==> src/rtl/vga_timing_pkg.sv <==
// Shared raster-timing constants and types for the VGA timing generator.
// Defaults describe 640x480 @ 60 Hz with a 25.175 MHz pixel clock.
package vga_timing_pkg;

   localparam int unsigned POS_W     = 10;
   localparam int unsigned MAX_TOTAL = 1 << POS_W;

   typedef logic [POS_W-1:0] pos_t;

   localparam int unsigned DEF_H_ACTIVE = 640;
   localparam int unsigned DEF_H_FP     = 16;
   localparam int unsigned DEF_H_SYNC   = 96;
   localparam int unsigned DEF_H_BP     = 48;

   localparam int unsigned DEF_V_ACTIVE = 480;
   localparam int unsigned DEF_V_FP     = 10;
   localparam int unsigned DEF_V_SYNC   = 2;
   localparam int unsigned DEF_V_BP     = 33;

   function automatic int unsigned axis_total(input int unsigned active, input int unsigned fp,
                                              input int unsigned sync, input int unsigned bp);
      return active + fp + sync + bp;
   endfunction

   function automatic int unsigned sync_start(input int unsigned active, input int unsigned fp);
      return active + fp;
   endfunction

   localparam int unsigned DEF_H_TOTAL = axis_total(DEF_H_ACTIVE, DEF_H_FP, DEF_H_SYNC, DEF_H_BP);
   localparam int unsigned DEF_V_TOTAL = axis_total(DEF_V_ACTIVE, DEF_V_FP, DEF_V_SYNC, DEF_V_BP);

   localparam int unsigned DEF_H_SYNC_START = sync_start(DEF_H_ACTIVE, DEF_H_FP);
   localparam int unsigned DEF_H_SYNC_END   = DEF_H_SYNC_START + DEF_H_SYNC - 1;
   localparam int unsigned DEF_V_SYNC_START = sync_start(DEF_V_ACTIVE, DEF_V_FP);
   localparam int unsigned DEF_V_SYNC_END   = DEF_V_SYNC_START + DEF_V_SYNC - 1;

endpackage

==> src/rtl/vga_timing_gen_if.sv <==
// Raster timing bundle: count enable in, registered position/sync/strobe outputs.
interface vga_timing_gen_if #(
   parameter int unsigned FCNT_W = 8
);
   import vga_timing_pkg::*;

   logic              ena;
   logic              hsync;
   logic              vsync;
   logic              activevideo;
   pos_t              x_px;
   pos_t              y_px;
   logic              line_start;
   logic              frame_start;
   logic [FCNT_W-1:0] frame_cnt;

   modport master (
      input  ena,
      output hsync,
      output vsync,
      output activevideo,
      output x_px,
      output y_px,
      output line_start,
      output frame_start,
      output frame_cnt
   );

   modport slave (
      output ena,
      input  hsync,
      input  vsync,
      input  activevideo,
      input  x_px,
      input  y_px,
      input  line_start,
      input  frame_start,
      input  frame_cnt
   );

endinterface

==> src/rtl/vga_axis_counter.sv <==
// One raster axis: position counter with wrap, registered sync level and the
// next-state active flag so the parent can register a combined visibility bit.
module vga_axis_counter
   import vga_timing_pkg::*;
#(
   parameter int unsigned ACTIVE          = DEF_H_ACTIVE,
   parameter int unsigned FP              = DEF_H_FP,
   parameter int unsigned SYNC            = DEF_H_SYNC,
   parameter int unsigned BP              = DEF_H_BP,
   parameter bit          SYNC_ACTIVE_LOW = 1'b1
) (
   input  logic clk,
   input  logic rst_n,
   input  logic ena,
   input  logic step,
   output pos_t pos,
   output logic wrap,
   output logic sync,
   output logic active_nxt
);

   localparam int unsigned TOTAL      = axis_total(ACTIVE, FP, SYNC, BP);
   localparam int unsigned SYNC_START = sync_start(ACTIVE, FP);
   localparam int unsigned SYNC_END   = SYNC_START + SYNC - 1;
   localparam pos_t        LAST       = pos_t'(TOTAL - 1);

   if (TOTAL > MAX_TOTAL) begin : g_total_chk
      $error("vga_axis_counter: total %0d exceeds %0d", TOTAL, MAX_TOTAL);
   end
   if ((SYNC == 0) || (SYNC_START + SYNC > TOTAL)) begin : g_sync_chk
      $error("vga_axis_counter: sync window [%0d,%0d] outside total %0d",
             SYNC_START, SYNC_END, TOTAL);
   end

   pos_t pos_q, pos_d;
   logic sync_q, sync_d;
   logic in_sync;

   always_comb begin
      wrap  = ena && step && (pos_q == LAST);
      pos_d = pos_q;
      if (ena && step) begin
         pos_d = wrap ? '0 : pos_q + 1'b1;
      end
      // Flags are decoded from pos_d so they line up with the registered position.
      in_sync    = (32'(pos_d) >= SYNC_START) && (32'(pos_d) <= SYNC_END);
      sync_d     = in_sync ^ SYNC_ACTIVE_LOW;
      active_nxt = 32'(pos_d) < ACTIVE;
   end

   always_ff @(posedge clk or negedge rst_n) begin
      if (!rst_n) begin
         pos_q  <= '0;
         sync_q <= SYNC_ACTIVE_LOW;
      end else begin
         pos_q  <= pos_d;
         sync_q <= sync_d;
      end
   end

   assign pos  = pos_q;
   assign sync = sync_q;

endmodule

==> src/rtl/vga_timing_gen.sv <==
// Raster timing generator: x/y position, syncs, visibility, line/frame strobes
// and a free-running frame counter, all registered and mutually aligned.
module vga_timing_gen
   import vga_timing_pkg::*;
#(
   parameter int unsigned H_ACTIVE        = DEF_H_ACTIVE,
   parameter int unsigned H_FP            = DEF_H_FP,
   parameter int unsigned H_SYNC          = DEF_H_SYNC,
   parameter int unsigned H_BP            = DEF_H_BP,
   parameter int unsigned V_ACTIVE        = DEF_V_ACTIVE,
   parameter int unsigned V_FP            = DEF_V_FP,
   parameter int unsigned V_SYNC          = DEF_V_SYNC,
   parameter int unsigned V_BP            = DEF_V_BP,
   parameter bit          SYNC_ACTIVE_LOW = 1'b1,
   parameter int unsigned FCNT_W          = 8
) (
   input logic              clk,
   input logic              rst_n,
   vga_timing_gen_if.master bus
);

   pos_t              x_q, y_q;
   logic              hsync_q, vsync_q;
   logic              h_wrap, v_wrap;
   logic              h_active_nxt, v_active_nxt;
   logic              activevideo_q;
   logic              line_start_q, frame_start_q;
   logic [FCNT_W-1:0] frame_cnt_q;

   vga_axis_counter #(
      .ACTIVE          (H_ACTIVE),
      .FP              (H_FP),
      .SYNC            (H_SYNC),
      .BP              (H_BP),
      .SYNC_ACTIVE_LOW (SYNC_ACTIVE_LOW)
   ) u_h_axis (
      .clk        (clk),
      .rst_n      (rst_n),
      .ena        (bus.ena),
      .step       (1'b1),
      .pos        (x_q),
      .wrap       (h_wrap),
      .sync       (hsync_q),
      .active_nxt (h_active_nxt)
   );

   vga_axis_counter #(
      .ACTIVE          (V_ACTIVE),
      .FP              (V_FP),
      .SYNC            (V_SYNC),
      .BP              (V_BP),
      .SYNC_ACTIVE_LOW (SYNC_ACTIVE_LOW)
   ) u_v_axis (
      .clk        (clk),
      .rst_n      (rst_n),
      .ena        (bus.ena),
      .step       (h_wrap),
      .pos        (y_q),
      .wrap       (v_wrap),
      .sync       (vsync_q),
      .active_nxt (v_active_nxt)
   );

   // Both wrap flags already carry ena, so strobes clear while counting is frozen.
   always_ff @(posedge clk or negedge rst_n) begin
      if (!rst_n) begin
         activevideo_q <= 1'b1;
         line_start_q  <= 1'b0;
         frame_start_q <= 1'b0;
         frame_cnt_q   <= '0;
      end else begin
         activevideo_q <= h_active_nxt && v_active_nxt;
         line_start_q  <= h_wrap;
         frame_start_q <= v_wrap;
         if (v_wrap) begin
            frame_cnt_q <= frame_cnt_q + 1'b1;
         end
      end
   end

   assign bus.hsync       = hsync_q;
   assign bus.vsync       = vsync_q;
   assign bus.activevideo = activevideo_q;
   assign bus.x_px        = x_q;
   assign bus.y_px        = y_q;
   assign bus.line_start  = line_start_q;
   assign bus.frame_start = frame_start_q;
   assign bus.frame_cnt   = frame_cnt_q;

endmodule

==> src/flat_wrapper.sv <==
// flat-port wrapper written by rule: the top's interface ports become plain ports
module vga_timing_gen_flat import vga_timing_pkg::*;
#(
   parameter int unsigned H_ACTIVE        = DEF_H_ACTIVE,
   parameter int unsigned H_FP            = DEF_H_FP,
   parameter int unsigned H_SYNC          = DEF_H_SYNC,
   parameter int unsigned H_BP            = DEF_H_BP,
   parameter int unsigned V_ACTIVE        = DEF_V_ACTIVE,
   parameter int unsigned V_FP            = DEF_V_FP,
   parameter int unsigned V_SYNC          = DEF_V_SYNC,
   parameter int unsigned V_BP            = DEF_V_BP,
   parameter bit          SYNC_ACTIVE_LOW = 1'b1,
   parameter int unsigned FCNT_W          = 8
)
  (clk, rst_n, bus_ena, bus_hsync, bus_vsync, bus_activevideo, bus_x_px, bus_y_px, bus_line_start, bus_frame_start, bus_frame_cnt);
  vga_timing_gen_if #(.FCNT_W(FCNT_W)) bus_i ();
  input logic clk;
  input logic rst_n;
  input wire logic [$bits(bus_i.ena)-1:0] bus_ena;
  output wire logic [$bits(bus_i.hsync)-1:0] bus_hsync;
  output wire logic [$bits(bus_i.vsync)-1:0] bus_vsync;
  output wire logic [$bits(bus_i.activevideo)-1:0] bus_activevideo;
  output wire logic [$bits(bus_i.x_px)-1:0] bus_x_px;
  output wire logic [$bits(bus_i.y_px)-1:0] bus_y_px;
  output wire logic [$bits(bus_i.line_start)-1:0] bus_line_start;
  output wire logic [$bits(bus_i.frame_start)-1:0] bus_frame_start;
  output wire logic [$bits(bus_i.frame_cnt)-1:0] bus_frame_cnt;
  assign bus_i.ena = bus_ena;
  assign bus_hsync = bus_i.hsync;
  assign bus_vsync = bus_i.vsync;
  assign bus_activevideo = bus_i.activevideo;
  assign bus_x_px = bus_i.x_px;
  assign bus_y_px = bus_i.y_px;
  assign bus_line_start = bus_i.line_start;
  assign bus_frame_start = bus_i.frame_start;
  assign bus_frame_cnt = bus_i.frame_cnt;
  vga_timing_gen #(.H_ACTIVE(H_ACTIVE), .H_FP(H_FP), .H_SYNC(H_SYNC), .H_BP(H_BP), .V_ACTIVE(V_ACTIVE), .V_FP(V_FP), .V_SYNC(V_SYNC), .V_BP(V_BP), .SYNC_ACTIVE_LOW(SYNC_ACTIVE_LOW), .FCNT_W(FCNT_W)) u_core (.clk(clk), .rst_n(rst_n), .bus(bus_i));
endmodule
==> config.mk <==
export PLATFORM = sky130hd
export DESIGN_NAME = vga_timing_gen_flat
export DESIGN_NICKNAME = d
export VERILOG_FILES = /design/src/rtl/vga_timing_pkg.sv /design/src/rtl/vga_timing_gen_if.sv /design/src/rtl/vga_axis_counter.sv /design/src/rtl/vga_timing_gen.sv /design/src/flat_wrapper.sv
export SDC_FILE = /design/constraint.sdc
export NUM_CORES = 1
export LEC_CHECK = 0
export CAP_MARGIN = 15
export CORE_MARGIN = 2
export CORE_UTILIZATION = 46
export DETAILED_ROUTE_END_ITERATION = 8
export HOLD_SLACK_MARGIN = 0.15
export PLACE_DENSITY_LB_ADDON = 0.05
export SLEW_MARGIN = 20
export SYNTH_ARGS = -nofsm -noshare
export SYNTH_HDL_FRONTEND = slang
export SYNTH_SLANG_ARGS = --single-unit
==> constraint.sdc <==
create_clock -name clk -period 2.1 [get_ports clk]
set_input_delay 0.315 -clock clk [delete_from_list [all_inputs] [get_ports clk]]
set_output_delay 0.315 -clock clk [all_outputs]
set_load 0.02 [all_outputs]
==> impl_results.md <==
- DRC violations left: 0
- Peak Freq: 0.5039 GHz
- Synth top area cells: dfrtp_1 (42%), xnor2_1 (7.4%), dfstp_2 (4.5%)
- DRT Pass-1 Iters: 5
- Reg-to-reg endpoint: u_core.u_v_axis.sync
- Fill count: 305
- Mapped Cells: 177
- Syn Area/Cell: 10.00 µm²
- Fin area: 2447 µm²
- Tmin final: 1.985 ns
- Synthesized cell area: 1770 µm²
- Crit path launch: u_core.u_h_axis.pos[0]
- Crit. End Element: flip-flop
- Startpoint Class: flip-flop
- Main flop type after synthesis: dfrtp_1
- Placed Cells incl. Taps: 274
- Port-buffer cells: 35
- Reg-to-reg setup timing slack: 0.12 ns
- Tot Pwr: 1.881 mW
- Dpl cell area: 2330 µm²
- Power Dens Cells: 768.7 nW/µm²
- Worst Setup EP: u_core.u_v_axis.sync
- Synth unique cells: 44
- Total Routing Usage GR: 0.2099
- CTS tree: yes
- Die Wd: 66.04 µm
- Final Cycle Share: 0.9450
- Synthesized Nets: 184
- Worst vdd ir: 0.6039 mV
- # hold bufs at CTS: 0
- Antenna violations before repair: 0
- Post-route worst setup slack: 0.1155 ns
- Num CTS Buffers: 5
- CP Class: reg -> reg
- Max-Cap Viols: 0
- Clk buf depth: 2
- Status: finished, final reports clean
- Seq/Total Area, Yosys: 0.4686
- Setup TNS: 0 ns
- GP Congestion: 0.8803
- Most common cell after layout, fill and taps aside: clkdlybuf4s50_1
- Die height: 66.04 µm
- Initial Util: 0.4800
- Slew @ Worst Pin: 0.3999 ns
- CTS HTree Levels: 2
- Final setup viols: 0
- CTS Sinks: 33
- Vias: 1573
- Nets: 243
- Clock root buffer master: clkbuf_8
- P_leak: 1.044 nW
- Most frequent cells in the layout: clkdlybuf4s50_1 (35), buf_4 (28), dfrtp_1 (26)
- Routed vias/inst: 5.519
- Iteration-0 DRC Markers: 141
- Number of routed nets with antenna violations: 0
- R2R cell count: 6
- Async SR Flop Fraction: 1.000
- Max FO, Critical Path: 5
- RSZ-0062 raised after global routing: false
- Final WL: 4107 µm
- Core footprint: 3689 µm²
- Hold Vio Cnt, Final: 0
- Hold WS: 0.4404 ns
- Post-synth top area share: 0.4240
- Max Slew Vio Count: 0
- Worst Clk Skew: 0.005820 ns
- Clock slew at reported path FFs: 0.06 ns
- Share of layout cells above drive strength 1: 0.2236
- Fin util: 0.6635
- Antenna diode instance count: 0
- Syn-to-layout area delta: 38.23%
- Vias in the first global route: 1472
- Max-slew headroom: 0.7334
- WP data arrival: 2.19 ns
- Top Ports: 36
- Hpwl dp: 3013 µm
- Routed WL per cell: 14.41 µm
- R2R Path Start: u_core.u_h_axis.pos[0]
- Clk_lat worst skew: 0.27 ns
- WP data required: 2.30 ns
- First-pass GRT wire length: 6982 µm
- Setup WS pre-CTS: -0.2738 ns
- EDFF count, synth: 0
- Full die area: 4361 µm²
- Top cell type by total area after synthesis: dfrtp_1
- GRT overflow: 0
- Synth Warn #: 0
- Num rows: 22
- Largest net degree at the start of global routing: 34
- Worst Hold Class: in -> async
- Yosys reg bits: 33
- Layout Cells excl Fill: 285
==> power by group <==
group,total (mW),internal (mW),switching (mW)
Clock,0.471,0.267,0.204
Sequential,0.766,0.712,0.0537
Combinational,0.645,0.321,0.323
==> flip-flops by register name, indices dropped and copies added, names as in the netlist <==
name / cells
u_core.u_v_axis.sync: 1
u_core.u_h_axis.pos: 10
u_core.bus.activevideo: 1
u_core.bus.frame_start: 1
u_core.bus.frame_cnt: 8
u_core.bus.line_start: 1
u_core.u_h_axis.sync: 1
u_core.u_v_axis.pos: 10
==> per-layer routing <==
| layer | wire (µm) | track usage | up-vias |
|---|---|---|---|
| li1 | - | - | 756 |
| met1 | 1798 | 0.2631 | 753 |
| met2 | 2038 | 0.3586 | 60 |
| met3 | 239 | 0.05622 | 4 |
| met4 | 31 | 0.05357 | 0 |
| met5 | 0 | 0 | - |
==> critical path, stage by stage, from the launching register on <==
cell and delay, ns:
dfrtp_2 0.39, ha_4 0.15, nand4_1 0.15, or3_4 0.41, or4_4 0.51, a21oi_4 0.15, nand4bb_1 0.15
==> cell usage after synthesis (all sizes together), types with 2 or more instances <==
cell type / instances
inv: 5
dfrtp: 30
a21oi: 4
buf: 5
nor3: 2
mux2: 2
and4: 3
dfstp: 3
nand4b: 3
xnor2: 15
nand4: 12
or2: 2
nand2: 11
o31ai: 4
and3: 4
or4: 2
o21ai: 8
ha: 4
nor2: 12
and2: 3
nand3: 12
a31oi: 5
clkbuf: 7
xor2: 6
==> timing repair <==
action,CTS,global route
pin swaps,0,3
endpoints found under the setup margin,2,2
buffers inserted,0,2
gates cloned,0,1
gates resized for setup,1,0
==> how the worst min path moves through the flow <==
stage / depth (start not counted) / slack (ns) / end / start
2_1_floorplan: 0 / 0.02 / u_core.bus.frame_cnt[0] / rst_n
3_3_place_gp: 1 / 0.46 / u_core.bus.frame_cnt[7] / u_core.bus.frame_cnt[7]
3_5_place_dp: 1 / 0.46 / u_core.bus.frame_cnt[7] / u_core.bus.frame_cnt[7]
4_1_cts: 2 / 0.46 / u_core.bus.line_start / rst_n
5_1_grt: 2 / 0.48 / u_core.bus.frame_cnt[6] / rst_n
6_report: 2 / 0.44 / u_core.bus.frame_cnt[5] / rst_n
==> cell type report <==
type                            count  area, µm²  area share
Multi-Input combinational cell    127      879.6      0.3594
Tap cell                           48      60.06     0.02454
Timing Repair Buffer               63      560.5      0.2290
Clock buffer                        8      90.09     0.03681
Inverter                            6      22.52    0.009202
Sequential cell                    33      834.6      0.3410
==> logic make-up after synthesis <==
kind of cell               after synthesis  synth area share
AOI/OAI and AO/OA                       27            0.1018
xor gates and xnor gates                21            0.1039
adders and majority gates                4           0.02827
buffers and inverters                   18           0.05018
DFF                                     33            0.4686
muxes                                    3           0.01837
and+or+nand+nor                         71            0.2290
Power figures use the tool's default switching activity.
